--- config.mk ---
export PLATFORM = sky130hd
export DESIGN_NAME = servo_pwm_flat
export DESIGN_NICKNAME = d
export VERILOG_FILES = /design/src/rtl/servo_pkg.sv /design/src/rtl/servo_pwm_if.sv /design/src/rtl/servo_pwm_us_tick.sv /design/src/rtl/servo_pwm.sv /design/src/flat_wrapper.sv
export SDC_FILE = /design/constraint.sdc
export NUM_CORES = 1
export LEC_CHECK = 0
export BUFFER_PORTS_ARGS = -buffer_cell sky130_fd_sc_hd__buf_4
export CAP_MARGIN = 20
export CORE_MARGIN = 2
export CORE_UTILIZATION = 45
export CTS_CLUSTER_SIZE = 20
export DETAILED_ROUTE_END_ITERATION = 6
export PLACE_DENSITY = 0.64
export SLEW_MARGIN = 10
export SYNTH_ARGS = -nofsm -noshare
export SYNTH_HDL_FRONTEND = slang
export SYNTH_HIERARCHICAL = 1
export SYNTH_SLANG_ARGS = --single-unit
--- constraint.sdc ---
create_clock -name clk -period 19.2 [get_ports clk]
set_input_delay 0.96 -clock clk [delete_from_list [all_inputs] [get_ports clk]]
set_output_delay 0.96 -clock clk [all_outputs]
set_load 0.02 [all_outputs]
--- src/rtl/servo_pkg.sv ---
// servo_pkg: shared constants, types and position-to-width mapping for servo_pwm
package servo_pkg;
  localparam int CLK_HZ_DEFAULT = 25_000_000;
  localparam int SERVO_MIN_US   = 1000;
  localparam int SERVO_MAX_US   = 2000;
  localparam int SERVO_FRAME_US = 20000;
  localparam int SERVO_STEP_US  = 10;
  typedef logic [14:0] pulse_us_t;
  typedef logic [7:0] servo_pos_t;
  typedef enum logic {SLOT_EMPTY, SLOT_FULL} slot_e;
  function automatic pulse_us_t pos_to_us(servo_pos_t pos, int min_us, int max_us);
    return pulse_us_t'(min_us + int'(pos) * (max_us - min_us) / 255);
  endfunction
endpackage

--- src/rtl/servo_pwm_if.sv ---
// servo_pwm_if: position command valid/ready handshake
interface servo_pwm_if;
  import servo_pkg::*;
  servo_pos_t cmd_pos;
  logic cmd_valid;
  logic cmd_ready;
  modport master (output cmd_pos, output cmd_valid, input cmd_ready);
  modport slave (input cmd_pos, input cmd_valid, output cmd_ready);
endinterface

--- src/rtl/servo_pwm_us_tick.sv ---
// us_tick: microsecond prescaler; tick_o on the terminal count, zero_o on the first cycle of each us
module us_tick #(
  parameter int DIV = 25
) (
  input  logic clk,
  input  logic rst,
  output logic tick_o,
  output logic zero_o
);
  localparam int W = $clog2(DIV);
  logic [W-1:0] cnt_q;
  assign tick_o = cnt_q == W'(DIV - 1);
  assign zero_o = cnt_q == '0;
  always_ff @(posedge clk)
    if (rst) cnt_q <= '0;
    else cnt_q <= tick_o ? '0 : cnt_q + 1'b1;
endmodule

--- src/rtl/servo_pwm.sv ---
// servo_pwm: 50 Hz servo PWM with one-entry command slot and per-frame slew limiting
module servo_pwm
  import servo_pkg::*;
#(
  parameter int CLK_HZ   = CLK_HZ_DEFAULT,
  parameter int FRAME_US = SERVO_FRAME_US,
  parameter int MIN_US   = SERVO_MIN_US,
  parameter int MAX_US   = SERVO_MAX_US,
  parameter int STEP_US  = SERVO_STEP_US
) (
  input  logic        clk,
  input  logic        rst,
  servo_pwm_if.slave  cmd,
  output logic        servo_pin,
  output logic        frame_start,
  output logic        at_target,
  output logic        led_verde,
  output logic        led_verm
);
  localparam pulse_us_t STEP = pulse_us_t'(STEP_US);
  localparam pulse_us_t MID  = pulse_us_t'((MIN_US + MAX_US) / 2);
  localparam pulse_us_t LAST = pulse_us_t'(FRAME_US - 1);
  logic tick, us0, acc, bnd, up;
  pulse_us_t fus_q, fus_d, tgt_q, tgt_d, cur_q, cur_d, gap;
  servo_pos_t pend_q, pend_d;
  slot_e slot_q, slot_d;
  us_tick #(.DIV(CLK_HZ / 1_000_000)) u_tick (.clk(clk), .rst(rst), .tick_o(tick), .zero_o(us0));
  assign cmd.cmd_ready = (slot_q == SLOT_EMPTY) & ~rst;
  assign acc = cmd.cmd_valid & cmd.cmd_ready;
  assign bnd = us0 && fus_q == '0;
  assign led_verde = at_target;
  assign led_verm = ~at_target;
  // a command accepted on the boundary edge itself goes straight to target
  always_comb begin
    fus_d = tick ? (fus_q == LAST ? '0 : fus_q + 1'b1) : fus_q;
    tgt_d = !bnd ? tgt_q
          : slot_q == SLOT_FULL ? pos_to_us(pend_q, MIN_US, MAX_US)
          : acc ? pos_to_us(cmd.cmd_pos, MIN_US, MAX_US) : tgt_q;
    slot_d = bnd ? SLOT_EMPTY : acc ? SLOT_FULL : slot_q;
    pend_d = acc ? cmd.cmd_pos : pend_q;
    up = tgt_d > cur_q;
    gap = up ? tgt_d - cur_q : cur_q - tgt_d;
    cur_d = !bnd ? cur_q : gap <= STEP ? tgt_d : up ? cur_q + STEP : cur_q - STEP;
  end
  always_ff @(posedge clk)
    if (rst) begin
      fus_q <= '0;
      tgt_q <= MID;
      cur_q <= MID;
      pend_q <= '0;
      slot_q <= SLOT_EMPTY;
      servo_pin <= 1'b0;
      frame_start <= 1'b0;
      at_target <= 1'b1;
    end else begin
      fus_q <= fus_d;
      tgt_q <= tgt_d;
      cur_q <= cur_d;
      pend_q <= pend_d;
      slot_q <= slot_d;
      servo_pin <= fus_q < cur_d;
      frame_start <= bnd;
      at_target <= cur_d == tgt_d && slot_d == SLOT_EMPTY;
    end
endmodule

--- src/flat_wrapper.sv ---
// flat-port wrapper written by rule: the top's interface ports become plain ports
module servo_pwm_flat import servo_pkg::*;
#(
  parameter int CLK_HZ   = CLK_HZ_DEFAULT,
  parameter int FRAME_US = SERVO_FRAME_US,
  parameter int MIN_US   = SERVO_MIN_US,
  parameter int MAX_US   = SERVO_MAX_US,
  parameter int STEP_US  = SERVO_STEP_US
)
  (clk, rst, servo_pin, frame_start, at_target, led_verde, led_verm, cmd_cmd_pos, cmd_cmd_valid, cmd_cmd_ready);
  servo_pwm_if cmd_i ();
  input  logic clk;
  input  logic rst;
  output logic servo_pin;
  output logic frame_start;
  output logic at_target;
  output logic led_verde;
  output logic led_verm;
  input wire logic [$bits(cmd_i.cmd_pos)-1:0] cmd_cmd_pos;
  input wire logic [$bits(cmd_i.cmd_valid)-1:0] cmd_cmd_valid;
  output wire logic [$bits(cmd_i.cmd_ready)-1:0] cmd_cmd_ready;
  assign cmd_i.cmd_pos = cmd_cmd_pos;
  assign cmd_i.cmd_valid = cmd_cmd_valid;
  assign cmd_cmd_ready = cmd_i.cmd_ready;
  servo_pwm #(.CLK_HZ(CLK_HZ), .FRAME_US(FRAME_US), .MIN_US(MIN_US), .MAX_US(MAX_US), .STEP_US(STEP_US)) u_core (.clk(clk), .rst(rst), .cmd(cmd_i), .servo_pin(servo_pin), .frame_start(frame_start), .at_target(at_target), .led_verde(led_verde), .led_verm(led_verm));
endmodule
Word-level counts from Yosys, hierarchy flattened. Index checks and enable logic that the tools add are counted.

Input bits: 11. Word-level logic and storage cells: 48. Output and inout bits: 6. Register bits after elaboration: 62.

$lt $le $gt $ge: 3. Bitwise logic cells: 6. Multiplexer cells: 10. Equality and inequality tests: 3. Divide/modulo/power cells: 2. Add/subtract/negate cells: 8. Reductions and logical operators: 5. Multipliers: 2.

Operator list (number): two-way mux 15 bit (8); divider 32 x 9 -> 32 bit (second input constant) (2); adder 11 x 15 -> 15 bit (first input constant) (2); multiplier 8 x 7 -> 15 bit (second input constant) (2); subtractor 15 bit (2); adder 15 x 1 -> 15 bit (second input constant) (1); adder 15 x 4 -> 15 bit (second input constant) (1); == test 15 bit (1); == test 15 bit (second input constant) (1); greater-than comparator 15 bit (1); less-or-equal comparator 15 x 4 -> 1 bit (second input constant) (1); zero test 15 bit (1); < comparator 15 bit (1); subtractor 15 x 4 -> 15 bit (second input constant) (1); adder 5 x 1 -> 5 bit (second input constant) (1); == test 5 bit (second input constant) (1); zero test 5 bit (1); inverter 1 bit (4); bitwise AND 1 bit (2); logical AND 1 bit (2); two-way mux 1 bit (2); OR reduction 2 bit (1).

Depth between registers and ports, before layout. Gate-level depths: netlist of run 1.

Depth after elaboration: 13. Gate-level depth with buffers: 83.

By module. Netlist of run 1, hierarchy kept.

By module, submodules not included: servo_pwm (times used 1, seq. area each 1141.1 um^2, cells each 1750, area an instance 13330.3 um^2); us_tick (times used 1, seq. area each 100.1 um^2, cells each 24, area an instance 279.0 um^2).

Worst setup path before layout of run 1. No wires, ideal clock.

Kind: in2reg. From: input cmd_cmd_pos[1]. To: register u_core.servo_pin. Stages on the path: 74. Slack: 1.698 ns. Setup time: 0.145 ns. Buffers on the path: 2. Arrival: 17.357 ns. Cell sequence: fa_1 -> inv_1 -> fa_1 -> fa_1 -> fa_1 -> inv_1 -> ha_1 -> o211a_1 -> a21bo_2 -> a21boi_1 -> o211ai_2 -> or4_4 -> and3_1 -> o21ai_1 -> o21ai_1 -> a2111oi_2 -> o21ai_1 -> mux2i_2 -> [... 38 more ...] -> a21oi_1 -> o21bai_1 -> a21oi_1 -> o21ai_0 -> a21oi_1 -> o21bai_1 -> a21oi_1 -> o21bai_1 -> a21oi_1 -> xnor2_1 -> nand2_1 -> mux2_2 -> o22ai_1 -> xnor2_1 -> a2111oi_0 -> a21oi_1 -> o21ai_0 -> a41oi_1.

Cells in the longest elaborated chain, start to end: 12.

Ends and longest elaborated chain: from (decl) (RTL line flat_wrapper.sv:19) `input wire logic [$bits(cmd_i.cmd_pos)-1:0] cmd_cmd_pos;`; multiplier 8 x 7 -> 15 bit (*) (RTL line servo_pkg.sv:12) `return pulse_us_t'(min_us + int'(pos) * (max_us - min_us) / 255);`; divider 32 x 9 -> 32 bit (*) (RTL line servo_pkg.sv:12); adder 11 x 15 -> 15 bit (*) (RTL line servo_pkg.sv:12); two-way mux 15 bit (*) (RTL line servo_pwm.sv:38) `: acc ? pos_to_us(cmd.cmd_pos, MIN_US, MAX_US) : tgt_q;`; two-way mux 15 bit (*) (RTL line servo_pwm.sv:37) `: slot_q == SLOT_FULL ? pos_to_us(pend_q, MIN_US, MAX_US)`; two-way mux 15 bit (*) (RTL line servo_pwm.sv:36) `tgt_d = !bnd ? tgt_q`; net u_core.tgt_d[0] (RTL line servo_pwm.sv:24) `pulse_us_t fus_q, fus_d, tgt_q, tgt_d, cur_q, cur_d, gap;`; subtractor 15 bit or greater-than comparator 15 bit (tied branches) (RTL line servo_pwm.sv:42, servo_pwm.sv:41); two-way mux 15 bit (RTL line servo_pwm.sv:42) `gap = up ? tgt_d - cur_q : cur_q - tgt_d;`; less-or-equal comparator 15 x 4 -> 1 bit (RTL line servo_pwm.sv:43) `cur_d = !bnd ? cur_q : gap <= STEP ? tgt_d : up ? cur_q + STEP : cur_q - STEP;`; two-way mux 15 bit (*) (2 in a row) (RTL line servo_pwm.sv:43); < comparator 15 bit (*) (RTL line servo_pwm.sv:61) `servo_pin <= fus_q < cur_d;`; to (signal assigned) (RTL line servo_pwm.sv:61); to (decl) (RTL line servo_pwm.sv:14) `output logic servo_pin,`.

The timed path passes the listed nets; every way through them passes the cells marked *. A chain may end at the register's enable or synchronous reset.

Final worst setup path of run 1.
From: input cmd_cmd_pos[0]. To: register u_core.at_target.

Cells in the longest elaborated chain, start to end: 13.

Ends and longest elaborated chain: multiplier 8 x 7 -> 15 bit (*) (RTL line servo_pkg.sv:12); divider 32 x 9 -> 32 bit (*) (RTL line servo_pkg.sv:12); adder 11 x 15 -> 15 bit (*) (RTL line servo_pkg.sv:12); two-way mux 15 bit (*) (RTL line servo_pwm.sv:38); two-way mux 15 bit (*) (RTL line servo_pwm.sv:37); two-way mux 15 bit (*) (RTL line servo_pwm.sv:36); net u_core.tgt_d[0] (RTL line servo_pwm.sv:24); subtractor 15 bit or greater-than comparator 15 bit (tied branches) (RTL line servo_pwm.sv:42, servo_pwm.sv:41); two-way mux 15 bit (RTL line servo_pwm.sv:42); less-or-equal comparator 15 x 4 -> 1 bit (RTL line servo_pwm.sv:43); two-way mux 15 bit (2 in a row) (RTL line servo_pwm.sv:43); == test 15 bit (*) (RTL line servo_pwm.sv:63) `at_target <= cur_d == tgt_d && slot_d == SLOT_EMPTY;`; logical AND 1 bit (*) (RTL line servo_pwm.sv:63); to (signal assigned) (RTL line servo_pwm.sv:54) `at_target <= 1'b1;`; to (signal assigned) (RTL line servo_pwm.sv:63); to (decl) (RTL line servo_pwm.sv:16) `output logic at_target,`.

Marks and branches as above.

==> summary.txt, run 1 <==
Logic synthesis
  • Mapped Nets: 1973
  • Synth unique cells: 123
  • Synth Area in XOR/XNOR: 7.20%
  • Syn avg cell area: 7.67 µm²
  • Most used DFF post-synth: dfxtp_1
  • Gate Count Post-Synth: 1774
  • Seq cells post-synth: 62
  • Syn Std Cell Area: 0.0136 mm²
  • Asr flop ratio synth: 0%
  • Synth Warn #: 6
  • Sequential-to-total area share from yosys stat: 9.12%
  • Combinational family with the most area after synthesis: compound AO/OA/AOI/OAI gates
  • Synth Area in Simple Gates: 24.2%
  • Compound-Gate Fraction of Synth Area: 30.0%
  • Post-synthesis mux area share: 3.09%
  • Adder-Cell Fraction of Synth Area: 20.1%
  • Post-synth EDFFs: 0

Timing
  • Setup TNS: 0 ns
  • Final Slew Violations: 0
  • Fin crit period: 18.02 ns
  • Final hold violations: 0
  • Max Clk Rate: 55.5 MHz
  • Worst Clk Skew: 0.0115 ns
  • Least-Margin Pin Slew: 1.10 ns
  • RSZ-0062 raised after global routing: false
  • Final period utilization: 93.9%
  • Final setup vio count: 0
  • Relative slew margins: 25.8%
  • Hold WS: 0.515 ns

Drt
  • Residual DRC: 0
  • Total Wirelength: 39.7 mm
  • Vias/cell: 6.21
  • DRT iter0 DRCs: 982
  • Pre-Repair DR Iteration Count: 7
  • DR vias: 13500
  • Antenna Nets Post-Route: 0
  • Routed wire per std cell: 18.3 µm

Global routing
  • Grt ovf: 0
  • Vias in the first global route: 12600
  • Global-route wire length before repair: 65.3 mm
  • Pin count of the biggest net entering global routing: 35
  • Total GRT Usage: 25.2%
  • Initial antenna violation count: 0

Setup path
  • Slowest CP cell: or4_4
  • Critical path origin: cmd_cmd_pos[0]
  • Crit-path leading delay family: compound AO/OA/AOI/OAI gates
  • CP required: 19.45 ns
  • Crit Reg-Reg Startpoint: u_core/pend_q[1]$_SDFFE_PP0P_
  • CP max stage delay: 0.59 ns
  • Critical Path Sink Type: flip-flop
  • Crit Path Class: in -> reg
  • Critical Path Most Common Cell: a21oi_1
  • Critical Path Start Type: primary input
  • Arrival time of the worst setup path: 18.27 ns
  • CP Buf/Inv Count: 6
  • Worst-path fanout max: 12

Worst hold path
  • HP Start: u_core/u_tick/cnt_q[0]$_SDFF_PP0_
  • Hold Path Class: reg -> reg

Placement
  • DP Wirelength: 32.1 mm
  • PortBufs: 16
  • Inst Count DP: 2142
  • Placed cell area: 0.0141 mm²
  • RePlAce Congestion: 0.959

CTS
  • Clock root buffer: clkbuf_16
  • CTS sink count: 62
  • Clk buf depth: 2
  • Htree depth: 3
  • CTS clk-pin slew, worst paths: 0.05 ns
  • CTS tree: built
  • Post-CTS Hold Fix Bufs: 0
  • Cts bufs inserted: 9
  • Worst skew pair latency: 0.34 ns

Layout
  • Area Overhead vs Synth: 7.68%
  • Finished Layout Cells: 2167
  • Design Area, Final: 0.0147 mm²
  • # nets final: 1971
  • Layout cell share with drive strength beyond 1: 11.2%
  • # fillers: 2942
  • ANT cells: 0

Flow run
  • Max-cap viol count: 0

Floorplanning
  • Initial core utilization: 45.8%
  • Die height: 178 µm
  • Io pins: 17
  • Row count: 63
  • Die width: 178 µm
  • Total core area: 0.0297 mm²
  • DIE AREA: 0.0317 mm²

Status
  • Outcome: completed
-- Yosys cell counts (all sizes together), types with 13 or more instances --
cell / instances / area, µm²
a2111oi: 13 / 178
a211o: 13 / 114
a211oi: 29 / 255
a21boi: 14 / 109
a21o: 30 / 225
a21oi: 109 / 553
a31oi: 18 / 119
and2: 31 / 194
and3: 21 / 131
buf: 26 / 164
clkbuf: 30 / 113
dfxtp: 62 / 1240
fa: 46 / 921
ha: 142 / 1780
inv: 153 / 574
mux2i: 27 / 278
nand2: 128 / 483
nand2b: 14 / 87.6
nand3: 65 / 353
nand4: 33 / 221
nor2: 149 / 572
nor3: 48 / 260
nor4: 29 / 260
o211ai: 30 / 264
o21a: 24 / 180
o21ai: 98 / 502
o21bai: 14 / 109
o31ai: 26 / 219
or2: 22 / 140
or3: 18 / 123
or4: 13 / 101
xnor2: 81 / 717
xor2: 30 / 263
-- stage by stage --
step                setup WS (ns)  util [%]
global route               0.0188      49.3
CTS                         0.310      48.3
finish                       1.18      49.3
floorplan                    1.70         -
detailed placement         0.0151      47.4
global placement            0.469      47.4
-- worst reg2reg max path: cells and delay by family (launching register included) --
kind / cells / cell delay [ns]
buffers and inverters: 6 / 0.75
AND/OR/NAND/NOR: 18 / 4.49
XOR/XNOR: 2 / 0.36
multiplexers: 4 / 1.13
adder cells (fa/ha/maj): 9 / 3.13
flip-flops: 1 / 0.45
AO/OA/AOI/OAI: 36 / 7.05
-- cell usage in the layout (no fill, tap or decap), drive strengths merged, types with 27 or more instances in the layout --
cell    count
inv       154
nor2      149
ha        142
nand2     128
a21oi     109
o21ai      98
xnor2      81
nand3      65
dfxtp      62
nor3       48
fa         46
buf        43
nand4      33
and2       31
xor2       30
a21o       30
o211ai     30
nor4       29
a211oi     29
mux2i      27
-- layout make-up --
cell class | count | area [µm²] | share of cell area (%)
clock buffers | 9 | 225 | 1.54
multi-input cells | 1503 | 11800 | 80.2
inverters | 153 | 574 | 3.92
clock inverters | 7 | 48.8 | 0.333
repair buffers | 43 | 323 | 2.20
flip-flops and latches | 62 | 1240 | 8.48
well taps | 390 | 488 | 3.33
-- state kept, by name (all words and copies together) (netlist names) --
signal,count
u_core/u_tick/cnt_q,5
u_core/frame_start,1
u_core/slot_q,1
u_core/fus_q,15
u_core/pend_q,8
u_core/tgt_q,15
u_core/cur_q,15
u_core/at_target,1
u_core/servo_pin,1
-- per-layer routing --
metal	global-route usage [%]	wire, µm	vias to the layer above
met5	0	0	-
met3	2.72	2030	70
met4	7.58	1040	0
met2	40.7	17900	451
li1	-	-	6610
met1	35.3	18700	6331
-- path summary, 6_finish.rpt --
path | endpoint | depth (start not counted) | slack, ns
max | u_core/at_target$_SDFF_PP1_ | 78 | 1.18
min | u_core/u_tick/cnt_q[0]$_SDFF_PP0_ | 1 | 0.51
max reg2reg | u_core/at_target$_SDFF_PP1_ | 75 | 1.76
min reg2reg | u_core/u_tick/cnt_q[0]$_SDFF_PP0_ | 1 | 0.51
-- kinds of logic (layout without fill, tap and decap cells) --
group,count (synthesis),after routing
xor gates and xnor gates,111,111
DFF,62,62
and+or+nand+nor,613,613
buffers and inverters,209,212
AOI/OAI and AO/OA,548,548
muxes,39,39
adders and majority gates,192,192
-- timing repair --
action	in CTS	in global routing
resized for setup	0	49
endpoints found under the setup margin	0	3
buffers inserted	0	9
Power of run 1 is not shown: default switching activity piles up to over one toggle a cycle in this logic, so the estimate is an artifact.
==> run 2: changes to the inputs <==
- CORE_MARGIN: 2 -> 5
==> run 2 against run 1 <==
  * Non-clock buffer count unchanged
  * Routed wire length about the same
  * Fmax rose by 0.39%
  * Clock-buffer cell count did not move
  * Flip-flop and latch count unchanged
  * First-iteration DRC count is 0.71% higher
  * Via count up 0.77%
  * Global-route usage fell by 2.0 points
  * Core utilization is 0.21 points higher
  * Critical path depth down 2
  * Sequential share of layout area about the same
  * Critical endpoint unchanged
==> summary.txt, run 2 (same netlist as run 1, synthesis figures left out) <==
Timing
  • Final hold violations: 0
  • Final setup vio count: 0
  • Worst Clk Skew: 0.0113 ns
  • Relative slew margins: 34.2%
  • Final Slew Violations: 0
  • Hold WS: 0.508 ns
  • Fin crit period: 17.95 ns
  • Least-Margin Pin Slew: 0.979 ns
  • Final period utilization: 93.5%
  • Max Clk Rate: 55.7 MHz

CTS
  • CTS sink count: 62
  • Cts bufs inserted: 9
  • Clock root buffer: clkbuf_16
  • Worst skew pair latency: 0.35 ns
  • Clk buf depth: 2
  • Htree depth: 3
  • CTS clk-pin slew, worst paths: 0.05 ns
  • CTS tree: built

Global routing
  • Met1 routing resource usage after global routing: 33.1%
  • Global-route wire length before repair: 66.2 mm
  • Pin count of the biggest net entering global routing: 35
  • Initial antenna violation count: 0
  • M3 GR Usage: 2.73%
  • Vias in the first global route: 12800
  • Grt ovf: 0
  • Total GRT Usage: 23.2%
  • Met2 layer usage reported by global route: 36.4%
  • GR peak layer: met2

Drt
  • Residual DRC: 0
  • DRT iter0 DRCs: 989
  • Pre-Repair DR Iteration Count: 5
  • Vias/cell: 6.26
  • Total Wirelength: 39.7 mm
  • Routed wire per std cell: 18.3 µm
  • DR vias: 13600
  • Antenna Nets Post-Route: 0

Floorplanning
  • Io pins: 17
  • DIE AREA: 0.0338 mm²
  • Row count: 63
  • Initial core utilization: 45.8%
  • Total core area: 0.0297 mm²
  • Die height: 184 µm
  • Die width: 184 µm

Layout
  • Layout cell share with drive strength beyond 1: 11.4%
  • Commonest non-fill, non-tap cell in the layout: inv_1
  • # nets final: 1972
  • Reg area: 0.00124 mm²
  • Top Registers: u_core/cur_q x15, u_core/fus_q x15, u_core/tgt_q x15
  • Multi-input gate area in the final layout: 0.0118 mm²
  • Most frequent cells in the layout: inv_1 (152), ha_1 (142), nor2_1 (139)
  • Finished Layout Cells: 2168
  • # fillers: 2839
  • ANT cells: 0
  • Area Overhead vs Synth: 8.15%

Setup path
  • Critical Path Sink Type: flip-flop
  • CP required: 19.45 ns
  • Critical Path Start Type: primary input
  • RR Endpoint: u_core/at_target$_SDFF_PP1_
  • Worst Setup EP: u_core/at_target$_SDFF_PP1_
  • Critical Path Most Common Cell: a21oi_1
  • Crit Path Class: in -> reg
  • CP max stage delay: 0.63 ns
  • Reg2reg path depth: 74
  • Arrival time of the worst setup path: 18.20 ns
  • Critical path origin: cmd_cmd_pos[1]
  • Slowest CP cell: or4_4
  • Worst-path fanout max: 12
  • FF-to-FF setup slack: 1.52 ns
  • Crit Reg-Reg Startpoint: u_core/pend_q[1]$_SDFFE_PP0P_

Placement
  • Inst Count DP: 2141
  • DP Wirelength: 32.2 mm
  • PortBufs: 16
  • RePlAce Congestion: 0.939

Flow run
  • Max-cap viol count: 0

Worst hold path
  • Hold Path Class: reg -> reg
  • WHS Path Cells: 1

Status
  • Outcome: completed
-- run 2: worst min-delay path by stage --
stage / from / end / slack [ns]
2_1_floorplan: u_core/u_tick/cnt_q[0]$_SDFF_PP0_ / u_core/u_tick/cnt_q[0]$_SDFF_PP0_ / 0.46
3_5_place_dp: u_core/tgt_q[14]$_SDFF_PP0_ / u_core/tgt_q[14]$_SDFF_PP0_ / 0.49
6_report: u_core/tgt_q[14]$_SDFF_PP0_ / u_core/tgt_q[14]$_SDFF_PP0_ / 0.51
3_3_place_gp: u_core/tgt_q[14]$_SDFF_PP0_ / u_core/tgt_q[14]$_SDFF_PP0_ / 0.49
5_1_grt: u_core/tgt_q[14]$_SDFF_PP0_ / u_core/tgt_q[14]$_SDFF_PP0_ / 0.54
4_1_cts: u_core/tgt_q[14]$_SDFF_PP0_ / u_core/tgt_q[14]$_SDFF_PP0_ / 0.51
-- run 2: routing by layer --
metal | share of wire (%) | wire length, µm | up-vias
li1 | - | - | 6606
met1 | 48 | 19000 | 6385
met2 | 44 | 17300 | 491
met3 | 5.2 | 2040 | 84
met4 | 3.4 | 1330 | 0
met5 | 0 | 0 | -
-- run 2: timing repair --
| action | in CTS | in global routing |
|---|---|---|
| setup buffers | 0 | 10 |
| hold buffers | 0 | 0 |
| resized for setup | 0 | 56 |
| endpoints found under the setup margin | 0 | 5 |
-- run 2: final cells by class --
type | instances | area share [%]
clock inverter | 7 | 0.493
timing repair buffer | 43 | 2.19
inverter | 153 | 3.90
multi-input combinational | 1504 | 80.1
sequential | 62 | 8.43
clock buffer | 9 | 1.53
tap | 390 | 3.32
-- run 2: metrics by stage --
stage	cell area (µm²)	setup WS, ns	setup TNS, ns	utilization [%]
floorplan	13600	1.70	0	-
CTS	14400	0.0651	0	48.4
global route	14700	-0.0964	-0.184	49.5
finish	14700	1.25	0	49.5
global placement	14100	0.207	0	47.3
detailed placement	14100	-0.197	-0.345	47.3
-- run 2: worst max-delay path, delay by kind of cell --
| kind | cells | cell delay [ns] |
|---|---|---|
| compound gates | 41 | 8.23 |
| xor+xnor | 3 | 0.56 |
| fa+ha+maj | 9 | 3.30 |
| buf+inv | 6 | 0.82 |
| mux | 2 | 0.43 |
| simple gates | 15 | 3.84 |
Power of run 2 is left out for the same reason.
==> run 3: changes to the inputs <==
- CORE_UTILIZATION: 45 -> 60
- PLACE_DENSITY: 0.64 -> 0.83
- SYNTH_HIERARCHICAL: 1 -> default
- clock period: 19.2 -> 16.08 ns (I/O delays scaled with it)
==> run 3 against run 2 <==
  * The run now ends with design-rule violations, negative setup slack left
  * Routed wire length rose by 7.1%
  * Cell area rose by 11%
  * Synthesized cell count fell by 4.8%
  * Area after synthesis fell by 6.1%
  * Clock skew fell by 0.0042 ns
  * Cell count rose by 2.2%
  * Core utilization rose by 28 points
  * Worst hold slack got worse by 0.042 ns
  * Worst setup slack got worse by 1.9 ns
  * Flip-flop and latch count did not move
  * Clock-buffer cell count did not move
  * First-iteration DRC count rose by 56%
==> summary.txt, run 3 <==
Placement
  • RePlAce Congestion: 1.07
  • Pre-CTS setup slack: -0.774 ns
  • DP Wirelength: 30.5 mm
  • Inst Count DP: 2144
  • PortBufs: 16

Logic synthesis
  • Compound-Gate Fraction of Synth Area: 28.0%
  • Synth Warn #: 0
  • Adder-Cell Fraction of Synth Area: 21.3%
  • Asr flop ratio synth: 0%
  • Main area contributors after synthesis: ha_1 (14%), dfxtp_1 (9.7%), fa_1 (7.2%), nor2_1 (4.5%), xnor2_1 (4.4%)
  • Gate Count Post-Synth: 1688
  • Seq cells post-synth: 62
  • Synth unique cells: 117
  • Post-synthesis mux area share: 3.22%
  • Sequential-to-total area share from yosys stat: 9.71%
  • Combinational family with the most area after synthesis: compound AO/OA/AOI/OAI gates
  • Most used DFF post-synth: dfxtp_1
  • Synth Area in Simple Gates: 23.8%
  • Most common cell in the synthesized netlist: nor2_1
  • Post-synth EDFFs: 0
  • Top cell type's share of synthesized area: 13.9%
  • Commonest cells in the netlist: nor2_1 (154), inv_1 (144), ha_1 (142)
  • Mapped Nets: 1887
  • Syn avg cell area: 7.57 µm²
  • Synth Area in XOR/XNOR: 7.95%
  • Most area-hungry cell type in the Yosys netlist: ha_1
  • Syn Std Cell Area: 0.0128 mm²

Drt
  • Residual DRC: 1
  • DRT iter0 DRCs: 1543
  • Routed wire per std cell: 19.2 µm
  • DR vias: 14600
  • Antenna Nets Post-Route: 0
  • Vias/cell: 6.58
  • Pre-Repair DR Iteration Count: 7
  • Total Wirelength: 42.5 mm

CTS
  • Htree depth: 3
  • Clk buf depth: 2
  • Cts bufs inserted: 9
  • Post-CTS Hold Fix Bufs: 0
  • Clock root buffer: clkbuf_16
  • CTS clk-pin slew, worst paths: 0.06 ns
  • Worst skew pair latency: 0.34 ns
  • CTS sink count: 62
  • CTS tree: built

Global routing
  • Total GRT Usage: 31.4%
  • Pin count of the biggest net entering global routing: 33
  • Vias in the first global route: 13700
  • Initial antenna violation count: 0
  • Global-route wire length before repair: 65.0 mm
  • Grt ovf: 0

Layout
  • Most frequent cells in the layout: buf_4 (277), nor2_1 (152), inv_1 (131)
  • Commonest non-fill, non-tap cell in the layout: buf_4
  • # fillers: 1356
  • Final core occ: 77.9%
  • Top Registers: u_core.cur_q x15, u_core.fus_q x15, u_core.tgt_q x15
  • Finished Layout Cells: 2215
  • ANT cells: 0
  • Layout cell share with drive strength beyond 1: 27.2%
  • # nets final: 2134
  • Area Overhead vs Synth: 28.2%

Setup path
  • Worst-path fanout max: 6
  • Critical Path Sink Type: flip-flop
  • Crit Path Class: in -> reg
  • CP required: 16.30 ns
  • Crit Reg-Reg Startpoint: u_core.pend_q[0]$_SDFFE_PP0P_
  • Critical path origin: cmd_cmd_pos[1]
  • Slowest CP cell: or4_4
  • Arrival time of the worst setup path: 16.99 ns
  • Critical Path Start Type: primary input
  • CP max stage delay: 0.60 ns

Timing
  • Max Clk Rate: 59.6 MHz
  • Final Slew Violations: 0
  • Hold WS: 0.466 ns
  • PnR worst setup slack: -0.689 ns
  • Final period utilization: 104%
  • Fin crit period: 16.77 ns
  • Relative slew margins: 41.0%
  • Final setup vio count: 2
  • RSZ-0062 raised after global routing: true
  • Least-Margin Pin Slew: 0.882 ns
  • Final hold violations: 0
  • Worst Clk Skew: 0.00709 ns

Worst hold path
  • Hold Path Class: reg -> reg
  • HP Start: u_core.u_tick.cnt_q[0]$_SDFF_PP0_

Status
  • Outcome: finished with violations
  • Violated checks: design-rule violations, negative setup slack

Flow run
  • Max-cap viol count: 0

Floorplanning
  • Io pins: 17
  • Row count: 53
  • DIE AREA: 0.0243 mm²
  • Die height: 156 µm
  • Total core area: 0.0210 mm²
  • Die width: 156 µm
  • Initial core utilization: 60.8%
## run 3: through the flow
stage               setup TNS, ns  instance area (µm²)
floorplan                 -0.0434                13000
global placement           -0.363                14800
detailed placement          -1.19                14800
CTS                       -0.0436                15600
global route                -2.66                16400
finish                      -1.15                16400
## run 3: final timing paths
kind                                        to  cells after the start  slack [ns]
min          u_core.u_tick.cnt_q[0]$_SDFF_PP0_                      1        0.47
max reg2reg        u_core.at_target$_SDFF_PP1_                     75       -0.24
min reg2reg  u_core.u_tick.cnt_q[0]$_SDFF_PP0_                      1        0.47
max                u_core.at_target$_SDFF_PP1_                     80       -0.69
## run 3: layer usage
layer	up-vias	track usage [%]	wire length, µm
met4	0	10.9	1700
met1	6889	41.7	17200
li1	6677	-	-
met5	-	0	0
met2	829	52.9	19900
met3	183	3.97	3670
## run 3: final cells by class
cell class | count | area [µm²] | area share, %
repair buffers | 287 | 2200 | 13.4
inverters | 146 | 552 | 3.37
well taps | 275 | 344 | 2.10
clock inverters | 7 | 48.8 | 0.298
flip-flops and latches | 62 | 1240 | 7.60
clock buffers | 9 | 225 | 1.38
multi-input cells | 1429 | 11800 | 71.8
## run 3: logic make-up (layout without fill, tap and decap cells)
family / Yosys count / after routing
AOI/OAI and AO/OA: 498 / 498
xor gates and xnor gates: 112 / 112
adders and majority gates: 190 / 190
buffers and inverters: 197 / 449
DFF: 62 / 62
muxes: 40 / 40
and+or+nand+nor: 589 / 589
## run 3: timing repair
action / in CTS / in global routing
setup endpoints to repair: 2 / 5
resized for setup: 66 / 117
endpoints found under the hold margin: 0 / 0
pin swaps: 31 / 89
setup buffers: 24 / 31
## run 3: critical path, delay by kind of cell
family,cells,cell delay (ns)
fa+ha+maj,9,3.08
compound gates,44,8.86
simple gates,16,2.85
buf+inv,9,1.02
xor+xnor,2,0.32
Power of run 3 is left out for the same reason.
